### src/rtl/vthernet_pkg.sv
// vthernet_pkg: shared UDP header offsets, field width and receive FSM state encoding.
package vthernet_pkg;
    localparam int W16         = 16;
    localparam int UDP_HDR_LEN = 8;
    localparam int UDP_SRC_OFF = 0;
    localparam int UDP_DST_OFF = 2;
    localparam int UDP_LEN_OFF = 4;
    localparam int UDP_CKS_OFF = 6;
    typedef enum logic [1:0] {
        ST_IDLE    = 2'd0,
        ST_HDR     = 2'd1,
        ST_PAYLOAD = 2'd2,
        ST_DROP    = 2'd3
    } udp_state_t;
endpackage

### src/rtl/vthernet_port_match.sv
// vthernet_port_match: combinational listening-port lookup; the lowest enabled matching channel wins.
module vthernet_port_match import vthernet_pkg::*; #(
    parameter int NUM_PORTS = 4,
    parameter int CH_W      = 2
) (
    input  logic [W16-1:0]           i_dst,
    input  logic [NUM_PORTS*W16-1:0] i_port_list,
    input  logic [NUM_PORTS-1:0]     i_port_en,
    output logic                     o_hit,
    output logic [CH_W-1:0]          o_ch
);
    always_comb begin
        o_hit = 1'b0;
        o_ch  = '0;
        for (int i = NUM_PORTS - 1; i >= 0; i--)
            if (i_port_en[i] && i_port_list[W16*i +: W16] == i_dst) begin
                o_hit = 1'b1;
                o_ch  = CH_W'(i);
            end
    end
endmodule

### src/rtl/vthernet_rx_udp_demux.sv
// vthernet_rx_udp_demux: UDP header parse, port demux and bounded payload streaming.
// Optional saturating frame/error counters under RX_UDP_STATS_EN.
module vthernet_rx_udp_demux import vthernet_pkg::*; #(
    parameter int NUM_PORTS = 4,
    parameter int CH_W      = 2,
    parameter int ADDR_W    = 11
) (
    input  logic                     RX_CLK,
    input  logic                     rst,
    input  logic                     func_en,
    input  logic [NUM_PORTS*W16-1:0] port_list,
    input  logic [NUM_PORTS-1:0]     port_en,
    input  logic                     rx_ipv4_data_v,
    input  logic [7:0]               rx_ipv4_data,
    input  logic                     rx_ipv4_irq,
    output logic                     rx_udp_data_v,
    output logic [7:0]               rx_udp_data,
    output logic [CH_W-1:0]          rx_udp_ch,
    output logic [ADDR_W-1:0]        rx_udp_addr,
    output logic [W16-1:0]           rx_src_port,
    output logic [W16-1:0]           rx_udp_len,
    output logic [NUM_PORTS-1:0]     rx_udp_irq,
    output logic                     rx_udp_err
`ifdef RX_UDP_STATS_EN
    ,
    output logic [NUM_PORTS*W16-1:0] rx_udp_frame_cnt,
    output logic [W16-1:0]           rx_udp_err_cnt
`endif
);
    udp_state_t r_state, w_state, w_sb;
    logic [2:0]            r_hdr_cnt;
    logic [8*UDP_CKS_OFF-1:0] r_hdr;
    logic [W16-1:0]        r_rem, w_rem_n, w_dst, w_len, w_src;
    logic [ADDR_W:0]       r_addr;
    logic                  r_ovf, w_ovf_n, w_hit, w_cap, w_last_hdr, w_accept, w_beat, w_ovf_set, w_done, w_err;
    logic [CH_W-1:0]       w_mch, w_ch_n;

    // Only bytes 0..5 are kept; at byte 7 they sit fully aligned in r_hdr.
    assign w_src      = r_hdr[8*(UDP_CKS_OFF-UDP_SRC_OFF)-1 -: W16];
    assign w_dst      = r_hdr[8*(UDP_CKS_OFF-UDP_DST_OFF)-1 -: W16];
    assign w_len      = r_hdr[8*(UDP_CKS_OFF-UDP_LEN_OFF)-1 -: W16];
    assign w_cap      = rx_ipv4_data_v && (r_state == ST_HDR || (r_state == ST_IDLE && func_en));
    assign w_last_hdr = r_state == ST_HDR && rx_ipv4_data_v && r_hdr_cnt == 3'(UDP_HDR_LEN - 1);
    assign w_accept   = w_last_hdr && w_hit && w_len >= W16'(UDP_HDR_LEN);
    assign w_beat     = r_state == ST_PAYLOAD && rx_ipv4_data_v && r_rem != '0 && !r_addr[ADDR_W];
    assign w_ovf_set  = r_state == ST_PAYLOAD && rx_ipv4_data_v && r_rem != '0 && r_addr[ADDR_W];
    assign w_rem_n    = w_accept ? w_len - W16'(UDP_HDR_LEN) : r_rem - {{(W16-1){1'b0}}, w_beat};
    assign w_ovf_n    = !w_accept && (r_ovf || w_ovf_set);
    assign w_ch_n     = w_accept ? w_mch : rx_udp_ch;

    vthernet_port_match #(.NUM_PORTS(NUM_PORTS), .CH_W(CH_W)) u_match (
        .i_dst       (w_dst),
        .i_port_list (port_list),
        .i_port_en   (port_en),
        .o_hit       (w_hit),
        .o_ch        (w_mch)
    );

    // The byte of this cycle is applied first (w_sb); an end-of-datagram then judges the result.
    always_comb begin
        w_sb = r_state;
        if (r_state == ST_IDLE && rx_ipv4_data_v && func_en) w_sb = ST_HDR;
        if (w_last_hdr) w_sb = w_accept ? ST_PAYLOAD : ST_DROP;
        w_state = w_sb;
        w_done  = 1'b0;
        w_err   = w_last_hdr && w_hit && w_len < W16'(UDP_HDR_LEN);
        if (rx_ipv4_irq && r_state != ST_IDLE) begin
            w_state = ST_IDLE;
            w_done  = w_sb == ST_PAYLOAD && w_rem_n == '0 && !w_ovf_n;
            w_err   = w_err || w_sb == ST_HDR || (w_sb == ST_PAYLOAD && !w_done);
        end
    end

    always_ff @(posedge RX_CLK or posedge rst) begin
        if (rst) begin
            r_state       <= ST_IDLE;
            r_hdr_cnt     <= '0;
            r_hdr         <= '0;
            r_rem         <= '0;
            r_addr        <= '0;
            r_ovf         <= 1'b0;
            rx_udp_data_v <= 1'b0;
            rx_udp_data   <= '0;
            rx_udp_ch     <= '0;
            rx_udp_addr   <= '0;
            rx_src_port   <= '0;
            rx_udp_len    <= '0;
            rx_udp_irq    <= '0;
            rx_udp_err    <= 1'b0;
        end else begin
            r_state <= w_state;
            if (w_cap) r_hdr_cnt <= r_state == ST_IDLE ? 3'd1 : r_hdr_cnt + 3'd1;
            if (w_cap && (r_state == ST_IDLE || r_hdr_cnt < 3'(UDP_CKS_OFF)))
                r_hdr <= {r_hdr[8*UDP_CKS_OFF-9:0], rx_ipv4_data};
            r_rem         <= w_rem_n;
            r_ovf         <= w_ovf_n;
            r_addr        <= w_accept ? '0 : r_addr + {{ADDR_W{1'b0}}, w_beat};
            rx_udp_ch     <= w_ch_n;
            rx_udp_data_v <= w_beat;
            if (w_beat) rx_udp_data <= rx_ipv4_data;
            if (w_beat) rx_udp_addr <= r_addr[ADDR_W-1:0];
            if (w_accept) rx_src_port <= w_src;
            if (w_accept) rx_udp_len <= w_len;
            rx_udp_irq    <= w_done ? NUM_PORTS'(1) << w_ch_n : '0;
            rx_udp_err    <= w_err;
        end
    end

`ifdef RX_UDP_STATS_EN
    always_ff @(posedge RX_CLK or posedge rst) begin
        if (rst) begin
            rx_udp_frame_cnt <= '0;
            rx_udp_err_cnt   <= '0;
        end else begin
            for (int i = 0; i < NUM_PORTS; i++)
                if (rx_udp_irq[i] && rx_udp_frame_cnt[W16*i +: W16] != 16'hFFFF)
                    rx_udp_frame_cnt[W16*i +: W16] <= rx_udp_frame_cnt[W16*i +: W16] + 16'd1;
            if (rx_udp_err && rx_udp_err_cnt != 16'hFFFF) rx_udp_err_cnt <= rx_udp_err_cnt + 16'd1;
        end
    end
`endif
endmodule

### config.mk
export PLATFORM = sky130hd
export DESIGN_NAME = vthernet_rx_udp_demux
export DESIGN_NICKNAME = d
export VERILOG_FILES = /design/src/rtl/vthernet_pkg.sv /design/src/rtl/vthernet_port_match.sv /design/src/rtl/vthernet_rx_udp_demux.sv
export SDC_FILE = /design/constraint.sdc
export NUM_CORES = 1
export LEC_CHECK = 0
export CORE_ASPECT_RATIO = 1.75
export CORE_MARGIN = 2
export CORE_UTILIZATION = 55
export DETAILED_ROUTE_END_ITERATION = 7
export DONT_BUFFER_PORTS = 1
export PLACE_DENSITY = 0.7
export SLEW_MARGIN = 20
export SYNTH_ARGS = -nofsm -noshare
export SYNTH_HDL_FRONTEND = slang
export SYNTH_HIERARCHICAL = 1
export SYNTH_SLANG_ARGS = --single-unit
### constraint.sdc
create_clock -name RX_CLK -period 5.7 [get_ports RX_CLK]
set_input_delay 1.14 -clock RX_CLK [delete_from_list [all_inputs] [get_ports RX_CLK]]
set_output_delay 1.14 -clock RX_CLK [all_outputs]
set_load 0.01 [all_outputs]
==> flow_summary.ini, run 1 <==
[yosys]
syn_inst = 658
yosys.area.top_type = dfrtp_1
synth_edf_count = 0
yosysMostFrequentCell = dfrtp_1
ys_seq_area_share_pct = 50.84
synthTopCellsByCount = 141 x dfrtp_1, 138 x nand2_1, 67 x xnor2_1
synth.avg_cell_area_um2 = 10.55
synth.area.top_cells = dfrtp_1 51%, mux2_2 8.6%, xnor2_1 8.5%
ys_seq_elements = 141
synth_top_area_share_pct = 50.84
ys_types = 62
async_flop_share_pct = 100.0
yosys_warnings = 6
ys.flop_type = dfrtp_1
syn-cell-area_um2 = 6940
syn-num-nets = 746

[clock_network]
clockBufferDepth = 2
cts.sinks = 141
cts_resized = 0
cts_tree = built
clk_pin_slew_ps = 60
cts_root_buf = clkbuf_16
numCtsBuffers = 17
ctsHtreeMaxLevel = 4
postCtsSetupBuffers = 0
hold_buffers = 0
insertion_delay_ps = 420

[power_and_ir_drop]
vdd_drop_max_mv = 0.3433
p_leak_nw = 3.512
p_per_area_nw_per_um2 = 444.5
power_mw = 3.414

[worst_setup_path]
crit_type = reg -> reg
crit_path_frequent_cell = ha_1
worstPathRequired_ps = 6030
cp-start-kind = flip-flop
cp-end-kind = flip-flop
max_stage_delay_ps = 460
regToRegSetupSlack_ps = 1610
cp.arrival_ps = 4420
crit_path_max_fanout = 21
critical_path.slowest_cell = dfrtp_1
path_cells = nor3_2 -> and4_1 -> a31oi_1 -> nand2b_1 -> buf_4 -> clkinv_1 -> ha_1 -> ha_1 -> or3b_1 -> nor2_1 -> a211oi_1 -> o211ai_1 -> a22oi_2 -> nand4_2 -> nor3_1

[timing]
drv_slew = 0
setup_tns_ps = 0
skew_ps = 10.21
rsz0062_at_grt = false
relSlewSlack_pct = 41.18
finalCritPeriodShare_pct = 71.69
fmax_mhz = 244.7
finalCriticalPeriod_ps = 4087
worst_pin_slew_ps = 882.3
setup_violations = 0
hold_viol_final = 0
fin_ws_ps = 1613

[drt]
avgRoutedWirePerCell_um = 19.55
drc_errors = 0
drtIter0Drc = 248
detail-route-antenna-nets = 0
via_per_inst = 5.775
wirelength_um = 16350
vias = 4828
firstDrtPassIters = 4

[place]
placed_area_um2 = 7081
place_ws_ps = 1456
portBuffers = 0
hpwl_um = 11960
globalplace.congestion = 0.8908

[final_layout]
num-nets-final = 743
diodes = 0
final_cell_area_um2 = 7680
drive_above_1_share_pct = 16.02
synthToLayoutAreaGrowth_pct = 10.65
n_fill_cell = 1019

[floorplan]
fp.dieW_um = 88.92
core_area_um2 = 12360
initial_core_util_pct = 56.13
fp.dieH_um = 152.6
placementRows = 54
ios = 140
dieArea_um2 = 13570

[flow_run]
maxCapViolCount = 0

[global_routing]
grt_pass1_vias = 5055
grt_max_degree = 101
grt_pass1_wl_um = 25480
grtUsageTotal_pct = 24.94
overflow = 0
antenna_found_initial = 0

[status]
status = complete, no violations

[min_path]
hold_path_class = reg -> reg
==> per-layer routing <==
metal  up-vias  routed length [µm]  share of wire (%)  track usage [%]
met5         -                   0                  0                0
met4         0                 735                4.5            13.56
met3        47                 802                4.9            5.038
met2       158                8948                 55            44.63
met1      2375                5860                 36            26.19
li1       2248                   -                  -                -
==> cells by family after synthesis <==
group / share of synthesized area [%]
buffers and inverters: 2.434
flip-flops: 50.84
AND/OR/NAND/NOR: 18.62
AO/OA/AOI/OAI: 5.697
XOR/XNOR: 11.97
adder cells (fa/ha/maj): 1.262
multiplexers: 9.176
==> critical path, delay by kind of cell (launching register included) <==
| kind | cells | cell delay, ps |
|---|---|---|
| fa+ha+maj | 2 | 550 |
| buf+inv | 2 | 600 |
| flops | 1 | 460 |
| compound gates | 4 | 830 |
| simple gates | 7 | 1560 |
==> stage by stage <==
stage	cells	hold WS [ps]	util, %
3_5_place_dp	804	449.6	57.27
5_1_grt	836	492.3	62.11
3_3_place_gp	804	444.6	57.27
6_report	836	460.1	62.11
4_1_cts	836	463.4	62.11
2_1_floorplan	658	434.8	-
==> worst paths after layout <==
check | startpoint | endpoint | cells past startpoint
worst max-delay path | r_rem[4]$_DFF_PP0_ | rx_udp_irq[3]$_DFF_PP0_ | 15
worst max register to register | r_rem[4]$_DFF_PP0_ | rx_udp_irq[3]$_DFF_PP0_ | 15
max in group asynchronous | rst | rx_udp_addr[8]$_DFFE_PP0N_ | 2
worst min-delay path | r_hdr[46]$_DFFE_PP0P_ | rx_src_port[14]$_DFFE_PP0P_ | 2
min in group asynchronous | rst | rx_src_port[3]$_DFFE_PP0P_ | 1
worst min register to register | r_hdr[46]$_DFFE_PP0P_ | rx_src_port[14]$_DFFE_PP0P_ | 2
==> state kept, by name, summed over array words and instances, names as in the netlist <==
name,cells
rx_udp_err,1
rx_udp_ch,2
rx_src_port,16
rx_udp_len,16
rx_udp_addr,11
r_state,2
rx_udp_irq,4
rx_udp_data_v,1
r_ovf,1
rx_udp_data,8
r_addr,12
r_hdr_cnt,3
r_rem,16
r_hdr,48
==> area by class of cell <==
type	count	area, µm²	share of cell area (%)
flip-flops and latches	141	3528	45.94
multi-input cells	479	3258	42.42
clock buffers	17	425.4	5.539
well taps	168	210.2	2.737
clock inverters	15	173.9	2.265
inverters	11	46.29	0.6028
repair buffers	5	37.54	0.4888
==> power breakdown <==
group	internal, mW	total, mW	switching (mW)
clock	0.624	1.10	0.473
sequential	1.21	1.60	0.390
combinational	0.403	0.715	0.312
==> cells in the final DEF (no fill, tap or decap), types with 4 or more instances in the layout <==
| master | synthesis | layout |
|---|---|---|
| nand2_1 | 138 | 138 |
| nor4_1 | 8 | 8 |
| xor2_1 | 26 | 26 |
| ha_1 | 7 | 7 |
| buf_4 | 1 | 5 |
| mux2_2 | 53 | 53 |
| nand3_1 | 11 | 11 |
| and3_1 | 4 | 4 |
| nor2_1 | 34 | 34 |
| nor3_1 | 11 | 11 |
| dfrtp_1 | 141 | 141 |
| nand2b_1 | 5 | 5 |
| nand4_1 | 17 | 17 |
| a21oi_1 | 9 | 9 |
| nor4_2 | 5 | 5 |
| mux2i_1 | 4 | 4 |
| inv_1 | 10 | 9 |
| inv_6 | 0 | 6 |
| xnor2_1 | 67 | 67 |
| clkbuf_16 | 0 | 17 |
| o21ai_0 | 17 | 17 |
Power figures use the tool's default switching activity.
==> run 2, diff against run 1 <==
Clock period 5.7 ns to 4.05 ns, I/O delays scaled along.
==> run 2 against run 1 <==
  * Register-to-register slack lost 1100 ps
  * Sequential share of layout area shrank 0.35 points
  * Via count grew 0.41%
  * Die area is the same
  * Clock skew is essentially flat
  * Utilization grew 0.48 points
  * Worst hold slack gained 7.0 ps
  * Global-route usage grew 0.69 points
  * Non-clock buffer count grew 5
  * Sequential power grew 41%
  * Clock-buffer cell count is the same
==> flow_summary.ini, run 2 (same netlist as run 1, synthesis figures left out) <==
[status]
status = complete, no violations

[floorplan]
dieArea_um2 = 13570
ios = 140
initial_core_util_pct = 56.13
placementRows = 54
fp.dieH_um = 152.6
fp.dieW_um = 88.92
core_area_um2 = 12360

[min_path]
hold_path_class = reg -> reg

[place]
portBuffers = 0
hpwl_um = 12510
dp.cells = 809
globalplace.congestion = 0.9322

[final_layout]
drive_above_1_share_pct = 16.64
regMostFlops = r_hdr
diodes = 0
synthToLayoutAreaGrowth_pct = 11.50
num-nets-final = 748
final_common_cell = dfrtp_1
stdcell_count = 841
n_fill_cell = 1028
largest_reg_flops = 48
layout_common_cells = 141 x dfrtp_1, 138 x nand2_1, 67 x xnor2_1

[timing]
drv_slew = 0
skew_ps = 10.06
relSlewSlack_pct = 50.14
finalCritPeriodShare_pct = 86.65
finalCriticalPeriod_ps = 3509
worst_pin_slew_ps = 747.8
rsz0062_at_grt = false
fmax_mhz = 284.9
setup_tns_ps = 0
setup_violations = 0
hold_viol_final = 0

[global_routing]
gr-usage-met2_pct = 47.30
busiest_layer = met2
antenna_found_initial = 0
grtUsageMet3_pct = 3.954
grt_pass1_wl_um = 26230
overflow = 0
grt_use_met1_pct = 26.86
grt_max_degree = 83
grtUsageTotal_pct = 25.63
grt_pass1_vias = 5167

[worst_setup_path]
r2r_start = r_rem[7]$_DFF_PP0_
cp-start-kind = flip-flop
cp.arrival_ps = 3840
regToRegSetupSlack_ps = 540
reg2regPathDepth = 14
critPathLaunch = r_rem[7]$_DFF_PP0_
worstPathRequired_ps = 4380
r2r-end = rx_udp_irq[0]$_DFF_PP0_
cp-end-kind = flip-flop
endpoint = rx_udp_irq[0]$_DFF_PP0_
crit_type = reg -> reg
crit_path_max_fanout = 7

[clock_network]
clockBufferDepth = 2
cts_tree = built
cts_root_buf = clkbuf_16
insertion_delay_ps = 420
ctsHtreeMaxLevel = 4
cts_resized = 0
postCtsSetupBuffers = 0
clk_pin_slew_ps = 70
cts.sinks = 141
hold_buffers = 0
numCtsBuffers = 17

[power_and_ir_drop]
p_leak_nw = 3.544
vdd_drop_max_mv = 0.3442
p_per_area_nw_per_um2 = 629.8
power_mw = 4.874

[flow_run]
maxCapViolCount = 0

[drt]
detail-route-antenna-nets = 0
wirelength_um = 16860
drc_errors = 0
drtIter0Drc = 242
avgRoutedWirePerCell_um = 20.05
via_per_inst = 5.765
firstDrtPassIters = 4
vias = 4848
## run 2: changes by cell type in the layout (fill, tap and decap cells not counted), sizes merged
| cell | previous run | this run |
|---|---|---|
| bufinv | 1 | 2 |
| clkinvlp | 1 | 2 |
| buf | 5 | 10 |
| clkinv | 6 | 4 |
## run 2: how the worst min path moves through the flow
stage / slack, ps / endpoint / cells past startpoint / from
after floorplan: 430 / rx_src_port[10]$_DFFE_PP0P_ / 2 / r_hdr[42]$_DFFE_PP0P_
after CTS: 470 / rx_src_port[10]$_DFFE_PP0P_ / 2 / r_hdr[42]$_DFFE_PP0P_
after global routing: 490 / rx_udp_data[2]$_DFFE_PP0N_ / 2 / rx_ipv4_data[2]
final: 470 / rx_src_port[10]$_DFFE_PP0P_ / 2 / r_hdr[42]$_DFFE_PP0P_
after global placement: 450 / rx_src_port[10]$_DFFE_PP0P_ / 2 / r_hdr[42]$_DFFE_PP0P_
after detailed placement: 460 / rx_src_port[8]$_DFFE_PP0P_ / 2 / r_hdr[40]$_DFFE_PP0P_
## run 2: routing by layer
metal | vias up | wire length, µm
met2 | 152 | 9352
li1 | 2252 | -
met3 | 43 | 733
met5 | - | 0
met1 | 2401 | 6033
met4 | 0 | 739
## run 2: stage by stage
stage               util, %  worst slack, ps  cell area, µm²  hold slack [ps]
finish                62.59            540.5            7739            467.0
global route          62.59            228.2            7739            494.0
CTS                   62.56            535.7            7735            466.0
detailed placement    57.56            474.8            7117            457.4
global placement      57.56            518.7            7117            446.2
floorplan                 -            721.5            6944            434.8
## run 2: power breakdown
part           switching (mW)  internal [mW]  total (mW)
Sequential              0.545           1.71        2.25
Combinational           0.441          0.569        1.01
Clock                   0.671          0.943        1.61
Total                    1.66           3.22        4.87
## run 2: worst max-delay path, stage by stage, from the launching register on
cell and delay, ps:
dfrtp_1 460, nor3_2 130, and4_1 210, a31oi_1 270
nand2b_1 130, clkinv_1 80, ha_1 180, ha_1 200
or3b_1 470, o31a_1 280, a211oi_1 250, o211ai_1 170
a22oi_2 250, nand4_2 170, nor3_1 170
## run 2: area by class of cell
type | instances | area, µm² | share of cell area [%]
flip-flops and latches | 141 | 3528 | 45.59
multi-input cells | 479 | 3258 | 42.10
clock buffers | 17 | 425.4 | 5.497
well taps | 168 | 210.2 | 2.716
clock inverters | 15 | 192.7 | 2.490
repair buffers | 10 | 78.83 | 1.019
inverters | 11 | 45.04 | 0.5821
